$ cat config.mk
export PLATFORM = sky130hd
export DESIGN_NAME = operand_dispatcher
export DESIGN_NICKNAME = d
export VERILOG_FILES = /design/src/rtl/operand_dispatcher_pkg.sv /design/src/rtl/opd_fifo.sv /design/src/rtl/operand_dispatcher.sv
export SDC_FILE = /design/constraint.sdc
export NUM_CORES = 1
export LEC_CHECK = 0
export ABC_AREA = 1
export BUFFER_PORTS_ARGS = -buffer_cell sky130_fd_sc_hd__buf_4
export CORE_MARGIN = 3
export CORE_UTILIZATION = 61
export DETAILED_ROUTE_END_ITERATION = 10
export GPL_ROUTABILITY_DRIVEN = 0
export PLACE_DENSITY = 0.95
export SLEW_MARGIN = 0
export SYNTH_ARGS = -nofsm -noshare
export SYNTH_HDL_FRONTEND = slang
export SYNTH_SLANG_ARGS = --single-unit
$ cat constraint.sdc
create_clock -name i_clk -period 3.9 [get_ports i_clk]
set_clock_uncertainty 0.1 [all_clocks]
set_input_delay 0 -clock i_clk [delete_from_list [all_inputs] [get_ports i_clk]]
set_output_delay 0 -clock i_clk [all_outputs]
set_load 0.05 [all_outputs]
$ cat src/rtl/operand_dispatcher_pkg.sv
// Shared definitions for the operand dispatcher.
//   - Dispatcher FSM state encoding.
//   - Default operand width and FIFO depth.
// Related build option: OPD_OP_COUNT_EN adds an op_count output to operand_dispatcher.
package operand_dispatcher_pkg;

   localparam int unsigned DEFAULT_WIDTH = 16;
   localparam int unsigned DEFAULT_DEPTH = 4;

   typedef enum logic [1:0] {
      StIdle  = 2'd0,
      StStart = 2'd1,
      StWait  = 2'd2,
      StHold  = 2'd3
   } state_e;

endpackage

$ cat src/rtl/opd_fifo.sv
// Small synchronous FIFO that buffers operand pairs for the dispatcher.
// Ports:
//   i_clk, i_rst_n : clock, asynchronous active-low reset (empties the FIFO)
//   i_push, i_din  : write strobe and data (caller guarantees no push while full)
//   i_pop, o_dout  : read strobe and head-of-queue data (valid while !o_empty)
//   o_full, o_empty: occupancy flags derived from the entry count
module opd_fifo
   import operand_dispatcher_pkg::*;
#(
   parameter int unsigned DW    = 2 * DEFAULT_WIDTH,
   parameter int unsigned DEPTH = DEFAULT_DEPTH
) (
   input  logic          i_clk,
   input  logic          i_rst_n,
   input  logic          i_push,
   input  logic          i_pop,
   input  logic [DW-1:0] i_din,
   output logic [DW-1:0] o_dout,
   output logic          o_full,
   output logic          o_empty
);

   localparam int unsigned AW = $clog2(DEPTH);
   localparam logic [AW:0] FullCnt = (AW + 1)'(DEPTH);
   localparam logic [AW:0] CntOne  = (AW + 1)'(1);
   localparam logic [AW-1:0] PtrOne = AW'(1);

   logic [DW-1:0] r_mem [DEPTH];
   logic [AW-1:0] r_wptr;
   logic [AW-1:0] r_rptr;
   logic [AW:0]   r_count;

   // Storage needs no reset; the count alone defines which entries are live.
   always_ff @(posedge i_clk) begin
      if (i_push) begin
         r_mem[r_wptr] <= i_din;
      end
   end

   // Power-of-2 depth lets the pointers wrap by natural overflow.
   always_ff @(posedge i_clk or negedge i_rst_n) begin
      if (!i_rst_n) begin
         r_wptr  <= '0;
         r_rptr  <= '0;
         r_count <= '0;
      end else begin
         if (i_push) begin
            r_wptr <= r_wptr + PtrOne;
         end
         if (i_pop) begin
            r_rptr <= r_rptr + PtrOne;
         end
         if (i_push && !i_pop) begin
            r_count <= r_count + CntOne;
         end else if (i_pop && !i_push) begin
            r_count <= r_count - CntOne;
         end
      end
   end

   assign o_dout  = r_mem[r_rptr];
   assign o_full  = (r_count == FullCnt);
   assign o_empty = (r_count == '0);

endmodule

$ cat src/rtl/operand_dispatcher.sv
// Operand dispatcher: queues operand pairs, feeds them one at a time to a multiplier core
// (start pulse, wait for done), and presents each product on a valid/ready output.
// Ports:
//   i_clk, i_rst_n                 : clock, asynchronous active-low reset
//   i_in_valid/o_in_ready, i_in_a/b : operand pair input handshake
//   o_core_start, o_core_a/b        : one-cycle start pulse and held operands toward the core
//   i_core_done, i_core_result      : core completion pulse and product
//   o_out_valid/i_out_ready         : result output handshake, o_out_result holds the product
//   o_busy                          : high whenever the FSM is not idle
//   o_op_count (OPD_OP_COUNT_EN)    : wrapping count of results accepted downstream
module operand_dispatcher
   import operand_dispatcher_pkg::*;
#(
   parameter int unsigned WIDTH = DEFAULT_WIDTH,
   parameter int unsigned DEPTH = DEFAULT_DEPTH
) (
   input  logic               i_clk,
   input  logic               i_rst_n,
   input  logic               i_in_valid,
   output logic               o_in_ready,
   input  logic [WIDTH-1:0]   i_in_a,
   input  logic [WIDTH-1:0]   i_in_b,
   output logic               o_core_start,
   output logic [WIDTH-1:0]   o_core_a,
   output logic [WIDTH-1:0]   o_core_b,
   input  logic               i_core_done,
   input  logic [2*WIDTH-1:0] i_core_result,
   output logic               o_out_valid,
   input  logic               i_out_ready,
   output logic [2*WIDTH-1:0] o_out_result,
   output logic               o_busy
`ifdef OPD_OP_COUNT_EN
   ,
   output logic [15:0]        o_op_count
`endif
);

   state_e             r_state;
   logic               r_core_start;
   logic [WIDTH-1:0]   r_core_a;
   logic [WIDTH-1:0]   r_core_b;
   logic               r_out_valid;
   logic [2*WIDTH-1:0] r_out_result;
   logic               r_busy;
`ifdef OPD_OP_COUNT_EN
   logic [15:0]        r_op_count;
`endif

   logic               w_push;
   logic               w_pop;
   logic               w_full;
   logic               w_empty;
   logic [2*WIDTH-1:0] w_head;

   assign w_push     = i_in_valid & ~w_full;
   assign w_pop      = (r_state == StIdle) & ~w_empty;
   assign o_in_ready = ~w_full;

   opd_fifo #(
      .DW    (2 * WIDTH),
      .DEPTH (DEPTH)
   ) u_fifo (
      .i_clk   (i_clk),
      .i_rst_n (i_rst_n),
      .i_push  (w_push),
      .i_pop   (w_pop),
      .i_din   ({i_in_a, i_in_b}),
      .o_dout  (w_head),
      .o_full  (w_full),
      .o_empty (w_empty)
   );

   // Outputs are registered alongside the state so each one is a pure function of the
   // state it belongs to; they are set on entry to that state and cleared on exit.
   always_ff @(posedge i_clk or negedge i_rst_n) begin
      if (!i_rst_n) begin
         r_state      <= StIdle;
         r_core_start <= 1'b0;
         r_core_a     <= '0;
         r_core_b     <= '0;
         r_out_valid  <= 1'b0;
         r_out_result <= '0;
         r_busy       <= 1'b0;
`ifdef OPD_OP_COUNT_EN
         r_op_count   <= '0;
`endif
      end else begin
         r_core_start <= 1'b0;
         unique case (r_state)
            StIdle: begin
               if (!w_empty) begin
                  r_core_a     <= w_head[2*WIDTH-1:WIDTH];
                  r_core_b     <= w_head[WIDTH-1:0];
                  r_core_start <= 1'b1;
                  r_busy       <= 1'b1;
                  r_state      <= StStart;
               end
            end
            StStart: begin
               r_state <= StWait;
            end
            StWait: begin
               // Done pulses in any other state are stray and ignored.
               if (i_core_done) begin
                  r_out_result <= i_core_result;
                  r_out_valid  <= 1'b1;
                  r_state      <= StHold;
               end
            end
            StHold: begin
               if (i_out_ready) begin
                  r_out_valid <= 1'b0;
                  r_busy      <= 1'b0;
                  r_state     <= StIdle;
`ifdef OPD_OP_COUNT_EN
                  r_op_count  <= r_op_count + 16'd1;
`endif
               end
            end
            default: begin
               r_state <= StIdle;
            end
         endcase
      end
   end

   assign o_core_start = r_core_start;
   assign o_core_a     = r_core_a;
   assign o_core_b     = r_core_b;
   assign o_out_valid  = r_out_valid;
   assign o_out_result = r_out_result;
   assign o_busy       = r_busy;
`ifdef OPD_OP_COUNT_EN
   assign o_op_count   = r_op_count;
`endif

endmodule

# == Word-level counts from Yosys, hierarchy flattened ==
# Memory sizes are Yosys's and may differ from the RTL's. A register that Yosys moved wholly into a read port is not among the register bits.
# Index checks and enable logic that the tools add are counted.
# op_classes
add_sub_neg,4
n_eq_ne,7
mux,15
bitwise_logic,4
n_reduce_logical,15
# op_table
cell,count
$reduce_and A3 Y1,3
$pmux W2 S4,1
$mux W1,7
$mux W2,3
$mux W3,2
$ne A2 B2 Y1 const B,3
$reduce_bool A2 Y1,3
$add A2 B1 Y2 const B,2
$eq A2 B2 Y1 const B,2
$pmux W1 S2,2
$reduce_and A2 Y1,2
$add A3 B1 Y3 const B,1
$eq A3 B3 Y1 const B,1
$logic_not A1 Y1,3
$logic_not A3 Y1,1
$sub A3 B1 Y3 const B,1
$and A1 B1 Y1,2
$eq A2 B1 Y1 const B,1
$logic_and A1 B1 Y1,2
$logic_not A2 Y1,1
$not A1 Y1,2
# totals
regBits,44
ram_bits,128
inputBits,69
out_inout_bits,68
wordCells,54
n_memories,1
# memory_table
name,depth,width,read_ports,rd_ports_with_merged_regs,wr,line_no,source
u_fifo.r_mem,4,32,1,1,1,opd_fifo.sv:28,logic [DW-1:0] r_mem [DEPTH];

# == Longest topological paths before layout ==
# Gate-level depths: netlist (run 1).
# logic_depth
word_depth,7
mapped_depth,11

# == Hierarchy ==
# Synthesis (run 1) repeated with hierarchy kept, for this count alone.
# hier_totals
hier_cells,731
hier_area_um2,8187.9
# by_module_without_submodules
module,n_inst,cells_per_inst,area_each_um2
opd_fifo,1,421,5454.0
operand_dispatcher,1,310,2733.9

# == Worst setup path after synthesis (run 1) ==
# Ideal clock, no wire load.
# synth_path
kind,reg2reg
startpoint,register u_fifo.r_count[0]
endpoint,memory u_fifo.r_mem[0][0] (netlist bit) (enable)
setup_ns,0.421
t_arrival_ns,2.433
required_time_ns,3.379
path_slack_ns,0.946
path_stages_with_launch,5
synth_period_minus_slack_ns,2.954
path_cell_list,dfrtp_1 -> nor2_4 -> nand2_1 -> nand2_2 -> nor2_1
# synth_between
elab_chain_cells,5
# synth_lines
item,line_no,source
from (decl),opd_fifo.sv:31,logic [AW:0] r_count;
from (signal assigned),opd_fifo.sv:54,r_count <= r_count + CntOne;
from (signal assigned),opd_fifo.sv:56,r_count <= r_count - CntOne;
$eq A3 B3 Y1,opd_fifo.sv:62,assign o_full = (r_count == FullCnt);
$not A1 Y1,--,
via o_in_ready,operand_dispatcher.sv:20,"output logic o_in_ready,"
$and A1 B1 Y1,operand_dispatcher.sv:55,assign w_push = i_in_valid & ~w_full;
$mux W1,opd_fifo.sv:35,if (i_push) begin
$mux W1 (implied by the code),opd_fifo.sv:36,r_mem[r_wptr] <= i_din;
to (decl),opd_fifo.sv:28,
# The timed path passes the listed nets, and every way through them passes these cells.

# == Worst setup path in the final report (run 1) ==
# layout_path
startpoint,register r_state[0]
endpoint,register r_out_result[18] (netlist: o_out_result[18])
# layout_between
elab_chain_cells,2
# layout_lines
item,line_no,source
from (decl),operand_dispatcher.sv:38,state_e r_state;
from (signal assigned),operand_dispatcher.sv:77,r_state <= StIdle;
from (signal assigned),operand_dispatcher.sv:96,r_state <= StStart;
from (signal assigned),operand_dispatcher.sv:100,r_state <= StWait;
$eq A2 B2 Y1,operand_dispatcher.sv:89,unique case (r_state)
$reduce_and A2 Y1 (no line),--,
to (signal assigned),operand_dispatcher.sv:105,r_out_result <= i_core_result;
to (decl),operand_dispatcher.sv:43,logic [2*WIDTH-1:0] r_out_result;
# Every way passes these cells.
# A chain may end at the register's enable or synchronous reset.

==> results of run 1 <==
-- routing by layer --
| layer | share of wire | up-vias |
|---|---|---|
| met5 | 0 | - |
| met4 | 0.036 | 0 |
| met3 | 0.086 | 79 |
| met2 | 0.51 | 380 |
| met1 | 0.37 | 3149 |
| li1 | - | 3068 |
-- per-stage QoR --
step	area (um2)	hold slack [ps]	utilization	worst slack [ps]
6_report	11180	111.3	0.8307	1506
5_1_grt	11180	146.8	0.8307	1339
4_1_cts	11180	153.3	0.8307	1569
3_5_place_dp	9605	103.3	0.7140	1570
3_3_place_gp	9605	101.0	0.7140	1660
2_1_floorplan	8552	-395.6	-	946.3
-- Yosys cell counts, drive strengths merged --
| master | count | area, um2 |
|---|---|---|
| nand2 | 374 | 1416 |
| inv | 150 | 565.6 |
| edfxtp | 128 | 3844 |
| dfrtp | 76 | 1902 |
| nand3 | 70 | 350.3 |
| buf | 29 | 226.5 |
| ha | 9 | 112.6 |
| nor2 | 6 | 30.03 |
| clkbuf | 4 | 15.01 |
| o21ai | 4 | 20.02 |
| xor2 | 3 | 26.28 |
| xnor2 | 2 | 17.52 |
| fa | 1 | 20.02 |
| or2 | 1 | 6.260 |
-- worst max-delay path: cells and delay by family (launching register included) --
family,cells,cell delay (ps)
fa+ha+maj,1,250
simple gates,3,430
flops,1,400
buf+inv,3,1110
-- cell families (layout without fill, tap and decap cells) --
| kind of cell | after synthesis | after routing | synth area share |
|---|---|---|---|
| flops | 204 | 204 | 0.6718 |
| buf+inv | 183 | 419 | 0.09437 |
| xor+xnor | 5 | 5 | 0.005122 |
| simple gates | 451 | 451 | 0.2108 |
| compound gates | 4 | 4 | 0.002341 |
| fa+ha+maj | 10 | 10 | 0.01551 |
-- how the worst max path moves through the flow --
stage	to	startpoint	slack (ps)	depth (start not counted)
floorplan	u_fifo.r_mem[0][0]$_DFFE_PP_	u_fifo.r_count[0]$_DFFE_PN0P_	950	4
global placement	u_fifo.r_count[2]$_DFFE_PN0P_	r_state[0]$_DFFE_PN0P_	1660	9
detailed placement	u_fifo.r_count[2]$_DFFE_PN0P_	r_state[0]$_DFFE_PN0P_	1570	9
CTS	u_fifo.r_count[2]$_DFFE_PN0P_	r_state[0]$_DFFE_PN0P_	1570	9
global route	u_fifo.r_count[2]$_DFFE_PN0P_	r_state[0]$_DFFE_PN0P_	1340	9
finish	o_out_result[18]$_DFFE_PN0P_	r_state[0]$_DFFE_PN0P_	1510	7
-- sequential cells by signal, summed over array words and instances, names as in the netlist --
name            flops
r_state             2
u_fifo.r_count      3
u_fifo.r_rptr       2
u_fifo.r_mem      128
o_core_b           16
u_fifo.r_wptr       2
o_busy              1
o_out_result       32
o_out_valid         1
o_core_start        1
o_core_a           16
-- layout by cell type, fill, tap and decap left out, types with 2 or more instances in the layout --
cell / synthesis / final
inv_1: 144 / 144
xnor2_1: 2 / 2
nand2_2: 2 / 2
dlygate4sd3_1: 0 / 94
clkbuf_1: 4 / 5
clkinv_2: 0 / 5
nor2_4: 1 / 5
edfxtp_1: 128 / 128
xor2_1: 3 / 3
clkinv_4: 0 / 3
o21ai_0: 2 / 2
buf_4: 5 / 139
nand3_1: 70 / 70
dfrtp_1: 76 / 75
ha_1: 9 / 9
nand2_1: 371 / 371
inv_2: 5 / 5
o21ai_1: 2 / 2
clkbuf_16: 0 / 21
-- power by group through the flow --
stage	sequential, uW	combinational, uW	clock, uW
3_3_place_gp	3280	3850	0
3_5_place_dp	3310	3980	0
4_1_cts	3280	4290	1850
6_report	3320	4380	1840
2_1_floorplan	4420	1830	0
5_1_grt	3370	4780	1970
-- what timing repair did --
action / CTS / global route
gates resized for setup: 0 / 0
endpoints found under the setup margin: 0 / 0
hold buffers: 94 / 0
setup buffers: 0 / 0
endpoints found under the hold margin: 242 / 0
-- cell type report --
| class | instances | area share |
|---|---|---|
| clock buffer | 26 | 0.04870 |
| multi-input combinational | 470 | 0.1816 |
| inverter | 150 | 0.05060 |
| sequential | 204 | 0.5142 |
| timing repair buffer | 233 | 0.1776 |
| clock inverter | 10 | 0.007613 |
| tap | 176 | 0.01970 |
==> flow_summary.json, run 1 <==
{
  "r2r_cells": 7,
  "syn-num-nets": 936,
  "antennaDiodeCount": 0,
  "cts.clk_slew.worst_paths_ps": 60,
  "tns_ps": 0,
  "overflow": 0,
  "port-buffer-count": 136,
  "met3_usage": 0.05575,
  "antenna_found_initial": 0,
  "clock-root-buffer": "clkbuf_16",
  "viasPerCell": 5.261,
  "power_frac_seq": 0.348,
  "synth_cells": 857,
  "vias": 6676,
  "synth_seq_cells": 204,
  "drc_errors": 0,
  "cap_violations": 0,
  "multiInputGateArea_um2": 2029,
  "avgSynthCellArea_um2": 9.979,
  "rr_startpoint": "r_state[0]$_DFFE_PN0P_",
  "power.switching_uw": 4147,
  "first_pass_iters": 5,
  "worst_setup_path_end_kind": "flop",
  "cpPeakStageDelay_ps": 610,
  "routed_wl_um": 21340,
  "cp_slowest_cell": "dlygate4sd3_1",
  "dp_hpwl_um": 10910,
  "grt.busiest_layer": "met2",
  "period_share": 0.6138,
  "die_w_um": 124.4,
  "switching_share": 0.4348,
  "clkLatencyLatePin_ps": 490,
  "combPwrFrac": 0.459,
  "finalHoldViolations": 0,
  "cellLeakagePower_uw": 0.005573,
  "core-area_um2": 13450,
  "use_met1": 0.3486,
  "cts.sinks": 204,
  "tritoncts": "built",
  "crit_chain": "inv_1, ha_1, nand2_1, inv_2, nand2_1, nand2_1, dlygate4sd3_1",
  "ys_types": 22,
  "crit_required_ps": 4210,
  "layout.nets": 1158,
  "slew_viol_final": 0,
  "track_usage": 0.2824,
  "num-fill-cells": 680,
  "arrival_ps": 2700,
  "status": "completed",
  "grt_max_degree": 77,
  "synth_seq_area_share": 0.6718,
  "path_max_fanout": 32,
  "hold_path.class": "in2async",
  "finalSetupViolCount": 0,
  "start_util": 0.6357,
  "final_cells": 1269,
  "synthToLayoutAreaGrowth_pct": 30.68,
  "ios": 137,
  "ant_nets": 0,
  "grt_first_pass_wirelength_um": 35510,
  "r2r-end": "o_out_result[18]$_DFFE_PN0P_",
  "tightest_slew_ps": 1117,
  "ir_drop_uv": 563.9,
  "placed_cells": 1139,
  "rsz0062_at_grt": "no",
  "h-tree-depth": 1,
  "start_kind": "flop",
  "num_rows": 42,
  "fin_crit_ps": 2394,
  "drt-initial-drc-count": 698,
  "dieArea_um2": 15480,
  "ys_warn_count": 0,
  "max_freq_mhz": 417.7,
  "netlist_area_um2": 8552,
  "total_power_uw": 9539,
  "fp.dieH_um": 124.4,
  "grt_pass1_vias": 6982,
  "crit_top_cell": "nand2_1",
  "clock_power_share": 0.193,
  "use_met2": 0.4933,
  "wire_per_inst_um": 16.82,
  "cts_buffer_depth": 3,
  "cts_buffers": 20,
  "r2r_setup_slack_ps": 1510,
  "seqCellArea_um2": 5747,
  "power_density_nw_per_um2": 853.6,
  "path_class": "reg2reg",
  "p_int_uw": 5392,
  "layout-drive-gt1-share": 0.1693,
  "relSlewSlack": 0.2539
}
Power figures use the tool's default switching activity.
==> inputs of run 2 (changes only) <==
--- a/config.mk
+++ b/config.mk
@@ -8,10 +8,10 @@
 export ABC_AREA = 1
 export BUFFER_PORTS_ARGS = -buffer_cell sky130_fd_sc_hd__buf_4
 export CORE_MARGIN = 3
-export CORE_UTILIZATION = 61
+export CORE_UTILIZATION = 51
 export DETAILED_ROUTE_END_ITERATION = 10
 export GPL_ROUTABILITY_DRIVEN = 0
-export PLACE_DENSITY = 0.95
+export PLACE_DENSITY = 0.87
 export SLEW_MARGIN = 0
 export SYNTH_ARGS = -nofsm -noshare
 export SYNTH_HDL_FRONTEND = slang
==> constraint.sdc (replaced) <==
create_clock -name i_clk -period 2.1 [get_ports i_clk]
set_clock_uncertainty 0.1 [all_clocks]
set_input_delay 0 -clock i_clk [delete_from_list [all_inputs] [get_ports i_clk]]
set_output_delay 0 -clock i_clk [all_outputs]
set_load 0.05 [all_outputs]
==> flow_summary.json, run 2 (synthesis results as in run 1) <==
{
  "wire_per_inst_um": 15.68,
  "ios": 137,
  "synthToLayoutAreaGrowth_pct": 31.47,
  "layout.nets": 1150,
  "crit_buf_inv": 1,
  "final_cell_mix": "nand2_1 (370), buf_4 (150), inv_1 (144)",
  "num_rows": 46,
  "cpPeakStageDelay_ps": 450,
  "core-area_um2": 16170,
  "slew_viol_final": 0,
  "num-fill-cells": 1068,
  "postCtsSetupBuffers": 0,
  "die_w_um": 135.5,
  "power_density_nw_per_um2": 1583,
  "first_pass_iters": 5,
  "ir_drop_uv": 998.2,
  "fp.dieH_um": 135.5,
  "cts_buffer_depth": 3,
  "clkLatencyLatePin_ps": 480,
  "antenna_found_initial": 0,
  "r2r_cells": 9,
  "vias": 6440,
  "path_max_fanout": 3,
  "drt-initial-drc-count": 364,
  "layout-drive-gt1-share": 0.1908,
  "largest-register": "u_fifo.r_mem",
  "r2r_setup_slack_ps": 180,
  "crit_chain": "nor2_4, nand2_2, nand2_4, ha_1, inv_1, fa_1, nand2_1, nand3_1, xor2_1",
  "crit_start": "u_fifo.r_count[0]$_DFFE_PN0P_",
  "status": "completed",
  "grt_max_degree": 50,
  "cts.sinks": 204,
  "cp.depth": 9,
  "finalHoldViolations": 0,
  "dieArea_um2": 18360,
  "start_kind": "flop",
  "critical_path.top_delay_family": "adder cells",
  "relSlewSlack": 0.5474,
  "cp_slowest_cell": "dfrtp_1",
  "grt_pass1_vias": 6511,
  "dp_hpwl_um": 11530,
  "cts.clk_slew.worst_paths_ps": 60,
  "path_class": "reg2reg",
  "period_share": 0.9153,
  "routed_wl_um": 20400,
  "antennaDiodeCount": 0,
  "rr_startpoint": "u_fifo.r_count[0]$_DFFE_PN0P_",
  "overflow": 0,
  "crit_path_end": "u_fifo.r_count[2]$_DFFE_PN0P_",
  "start_util": 0.5288,
  "final_common_cell": "nand2_1",
  "arrival_ps": 2180,
  "viasPerCell": 4.950,
  "tns_ps": 0,
  "ant_nets": 0,
  "tightest_slew_ps": 677.9,
  "max_freq_mhz": 520.2,
  "rsz0062_at_grt": "no",
  "fin_crit_ps": 1922,
  "tritoncts": "built",
  "cts_buffers": 21,
  "grt_first_pass_wirelength_um": 31410,
  "crit_required_ps": 2360,
  "h-tree-depth": 1,
  "port-buffer-count": 136,
  "hold_path.class": "in2reg",
  "final_cells": 1301,
  "r2r-end": "u_fifo.r_count[2]$_DFFE_PN0P_",
  "cap_violations": 0,
  "total_power_uw": 17800,
  "track_usage": 0.2174,
  "largest_register_ffs": 128,
  "finalSetupViolCount": 0,
  "drc_errors": 0,
  "placed_cells": 1194,
  "cellLeakagePower_uw": 0.005587,
  "worst_setup_path_end_kind": "flop",
  "clock-root-buffer": "clkbuf_16",
  "fin_util": 0.6952
}
-- run 2: cell type report --
| class | count | area [um2] | share of cell area |
|---|---|---|---|
| timing repair buffer | 224 | 1908 | 0.1697 |
| inverter | 150 | 565.5 | 0.05030 |
| clock buffer | 23 | 533.0 | 0.04741 |
| multi-input combinational | 470 | 2039 | 0.1814 |
| tap | 216 | 270.3 | 0.02404 |
| sequential | 204 | 5747 | 0.5111 |
| clock inverter | 14 | 180.2 | 0.01602 |
-- run 2: report_power, final --
part	total (uW)	internal [uW]	leakage [uW]	switching, uW
Clock	3820	2340	0.000356	1480
Combinational	7860	2290	0.00312	5570
Sequential	6120	5550	0.00211	568
-- run 2: stage by stage --
step	hold WS, ps	cell area [um2]	worst slack, ps
after floorplan	-395.6	8589	58.75
after global placement	-109.3	9813	228.3
after detailed placement	-102.9	9813	140.4
after CTS	141.4	11240	125.3
after global routing	148.6	11240	39.13
final	158.6	11240	177.8
-- run 2: timing repair --
| action | 4_1_cts | 5_1_grt |
|---|---|---|
| hold endpoints to repair | 245 | 0 |
| hold buffers | 70 | 0 |
| gates resized for setup | 0 | 2 |
| setup endpoints to repair | 0 | 11 |
-- run 2: worst min path at each step --
| stage | end | cells past startpoint | start | slack [ps] |
|---|---|---|---|---|
| finish | u_fifo.r_mem[2][18]$_DFFE_PP_ | 2 | i_in_a[2] | 160 |
| global route | o_out_result[13]$_DFFE_PN0P_ | 4 | i_core_result[13] | 150 |
| CTS | u_fifo.r_mem[0][8]$_DFFE_PP_ | 2 | i_in_b[8] | 140 |
| detailed placement | o_out_result[10]$_DFFE_PN0P_ | 1 | i_rst_n | -100 |
| global placement | o_out_result[10]$_DFFE_PN0P_ | 1 | i_rst_n | -110 |
| floorplan | o_busy$_DFFE_PN0P_ | 0 | i_rst_n | -400 |
-- run 2: layer usage --
layer,vias to the layer above,GRT usage,part of all wire
met1,3017,0.2581,0.40
met2,310,0.3894,0.49
met4,0,0.08511,0.025
met5,-,0,0
met3,53,0.04346,0.083
li1,3060,-,-
==> inputs of run 3 (changes only) <==
--- a/config.mk
+++ b/config.mk
@@ -8,10 +8,10 @@
 export ABC_AREA = 1
 export BUFFER_PORTS_ARGS = -buffer_cell sky130_fd_sc_hd__buf_4
 export CORE_MARGIN = 3
-export CORE_UTILIZATION = 51
+export CORE_UTILIZATION = 56
 export DETAILED_ROUTE_END_ITERATION = 10
 export GPL_ROUTABILITY_DRIVEN = 0
-export PLACE_DENSITY = 0.87
+export PLACE_DENSITY = 0.9
 export SLEW_MARGIN = 0
 export SYNTH_ARGS = -nofsm -noshare
 export SYNTH_HDL_FRONTEND = slang
==> constraint.sdc (replaced) <==
create_clock -name i_clk -period 1.8 [get_ports i_clk]
set_clock_uncertainty 0.1 [all_clocks]
set_input_delay 0 -clock i_clk [delete_from_list [all_inputs] [get_ports i_clk]]
set_output_delay 0 -clock i_clk [all_outputs]
set_load 0.05 [all_outputs]
==> flow_summary.json, run 3 (synthesis results as in run 1) <==
{
  "status": "completed",
  "fin_crit_ps": 1770,
  "rr_startpoint": "u_fifo.r_count[0]$_DFFE_PN0P_",
  "clock_power_share": 0.202,
  "synthToLayoutAreaGrowth_pct": 32.70,
  "p_int_uw": 11930,
  "cp.depth": 9,
  "combPwrFrac": 0.450,
  "tightest_slew_ps": 505.2,
  "critical_path.top_delay_family": "simple AND/OR/NAND/NOR gates",
  "grt_first_pass_wirelength_um": 31560,
  "cts.sinks": 204,
  "power.switching_uw": 8891,
  "finalSetupViolCount": 0,
  "placed_area_um2": 9918,
  "final_cell_mix": "nand2_1 (370), buf_4 (152), inv_1 (142)",
  "overflow": 0,
  "switching_share": 0.4271,
  "layout.nets": 1158,
  "cap_violations": 0,
  "ios": 137,
  "path_max_fanout": 3,
  "power_density_nw_per_um2": 1835,
  "whs_ps": 154.4,
  "drc_errors": 0,
  "track_usage": 0.2415,
  "hold_path_depth": 2,
  "tritoncts": "built",
  "hold_path.class": "in2reg",
  "core-area_um2": 14750,
  "clock-root-buffer": "clkbuf_16",
  "total_power_uw": 20820,
  "final_common_cell": "nand2_1",
  "start_util": 0.5796,
  "start_kind": "flop",
  "vias": 6388,
  "port-buffer-count": 136,
  "use_met2": 0.4510,
  "largest-register": "u_fifo.r_mem",
  "viasPerCell": 4.995,
  "crit_required_ps": 2060,
  "rsz0062_at_grt": "yes",
  "cts_buffer_depth": 3,
  "grt_max_degree": 49,
  "clkLatencyLatePin_ps": 490,
  "r2r_cells": 9,
  "cts_buffers": 21,
  "fp.dieH_um": 129.6,
  "cts.clk_slew.worst_paths_ps": 60,
  "use_met1": 0.2755,
  "finalInstanceArea_um2": 11350,
  "antenna_found_initial": 0,
  "period_share": 0.9836,
  "largest_register_ffs": 128,
  "tns_ps": 0,
  "slew_viol_final": 0,
  "arrival_ps": 2030,
  "ant_nets": 0,
  "wire_per_inst_um": 15.86,
  "num-fill-cells": 874,
  "routed_wl_um": 20280,
  "hold_path.startpoint": "i_in_a[4]",
  "finalHoldViolations": 0,
  "drt-initial-drc-count": 360,
  "max_freq_mhz": 564.8,
  "ir_drop_uv": 1274,
  "first_pass_iters": 5,
  "crit_start": "u_fifo.r_count[0]$_DFFE_PN0P_",
  "dp_hpwl_um": 11700,
  "num_rows": 44,
  "power_frac_seq": 0.348,
  "cpPeakStageDelay_ps": 420,
  "grt_pass1_vias": 6662,
  "grt.busiest_layer": "met2",
  "path_class": "reg2reg",
  "h-tree-depth": 1,
  "layout-drive-gt1-share": 0.1993,
  "die_w_um": 129.6,
  "worst_setup_path_end_kind": "flop",
  "cellLeakagePower_uw": 0.005627,
  "crit_chain": "nor2_4, nand2_2, nand2_4, ha_4, inv_2, fa_2, nand2_1, nand3_1, xor2_1",
  "relSlewSlack": 0.6627,
  "dieArea_um2": 16790,
  "met3_usage": 0.04575,
  "crit_buf_inv": 1,
  "cp_slowest_cell": "dfrtp_2"
}
-- run 3: per-layer routing --
| metal | wire [um] | vias up |
|---|---|---|
| met5 | 0 | - |
| met4 | 493 | 0 |
| met3 | 1374 | 43 |
| met2 | 10640 | 241 |
| met1 | 7770 | 3025 |
| li1 | - | 3079 |
-- run 3: path summary, 6_finish.rpt --
check,to,slack [ps]
max,u_fifo.r_count[2]$_DFFE_PN0P_,30
min,u_fifo.r_mem[1][20]$_DFFE_PP_,150
max reg2reg,u_fifo.r_count[2]$_DFFE_PN0P_,30
min reg2reg,o_core_b[6]$_DFFE_PN0P_,380
max in group asynchronous,o_busy$_DFFE_PN0P_,700
min in group asynchronous,o_core_b[15]$_DFFE_PN0P_,420
-- run 3: power groups by stage --
stage          sequential, uW  clock, uW  combinational (uW)
2_1_floorplan            9550          0                4080
3_3_place_gp             7200          0                8750
3_5_place_dp             7260          0                9040
4_1_cts                  7190       4250                9240
5_1_grt                  7340       4490               10200
6_report                 7230       4210                9370
-- run 3: what timing repair did --
item / in CTS / in global routing
buffers inserted: 0 / 3
hold endpoints to repair: 244 / 0
gates resized for setup: 1 / 4
pin swaps: 0 / 8
hold buffers: 70 / 0
endpoints found under the setup margin: 32 / 32
-- run 3: layout make-up --
type / count / area, um2 / share of cell area
Multi-Input combinational cell: 470 / 2078 / 0.1831
Tap cell: 184 / 230.2 / 0.02029
Timing Repair Buffer: 232 / 2043 / 0.1800
Clock buffer: 29 / 569.3 / 0.05017
Sequential cell: 204 / 5748 / 0.5065
Antenna cell: 1 / 2.502 / 0.0002205
Clock inverter: 9 / 106.4 / 0.009372
Inverter: 150 / 570.5 / 0.05028
-- run 3: through the flow --
stage | setup WS [ps] | utilization | cells
after floorplan | -112.5 | - | 857
after global placement | 54.12 | 0.6722 | 1167
after detailed placement | -72.90 | 0.6722 | 1167
after CTS | -0.2975 | 0.7665 | 1275
after global routing | -57.73 | 0.7690 | 1278
final | 29.51 | 0.7692 | 1279
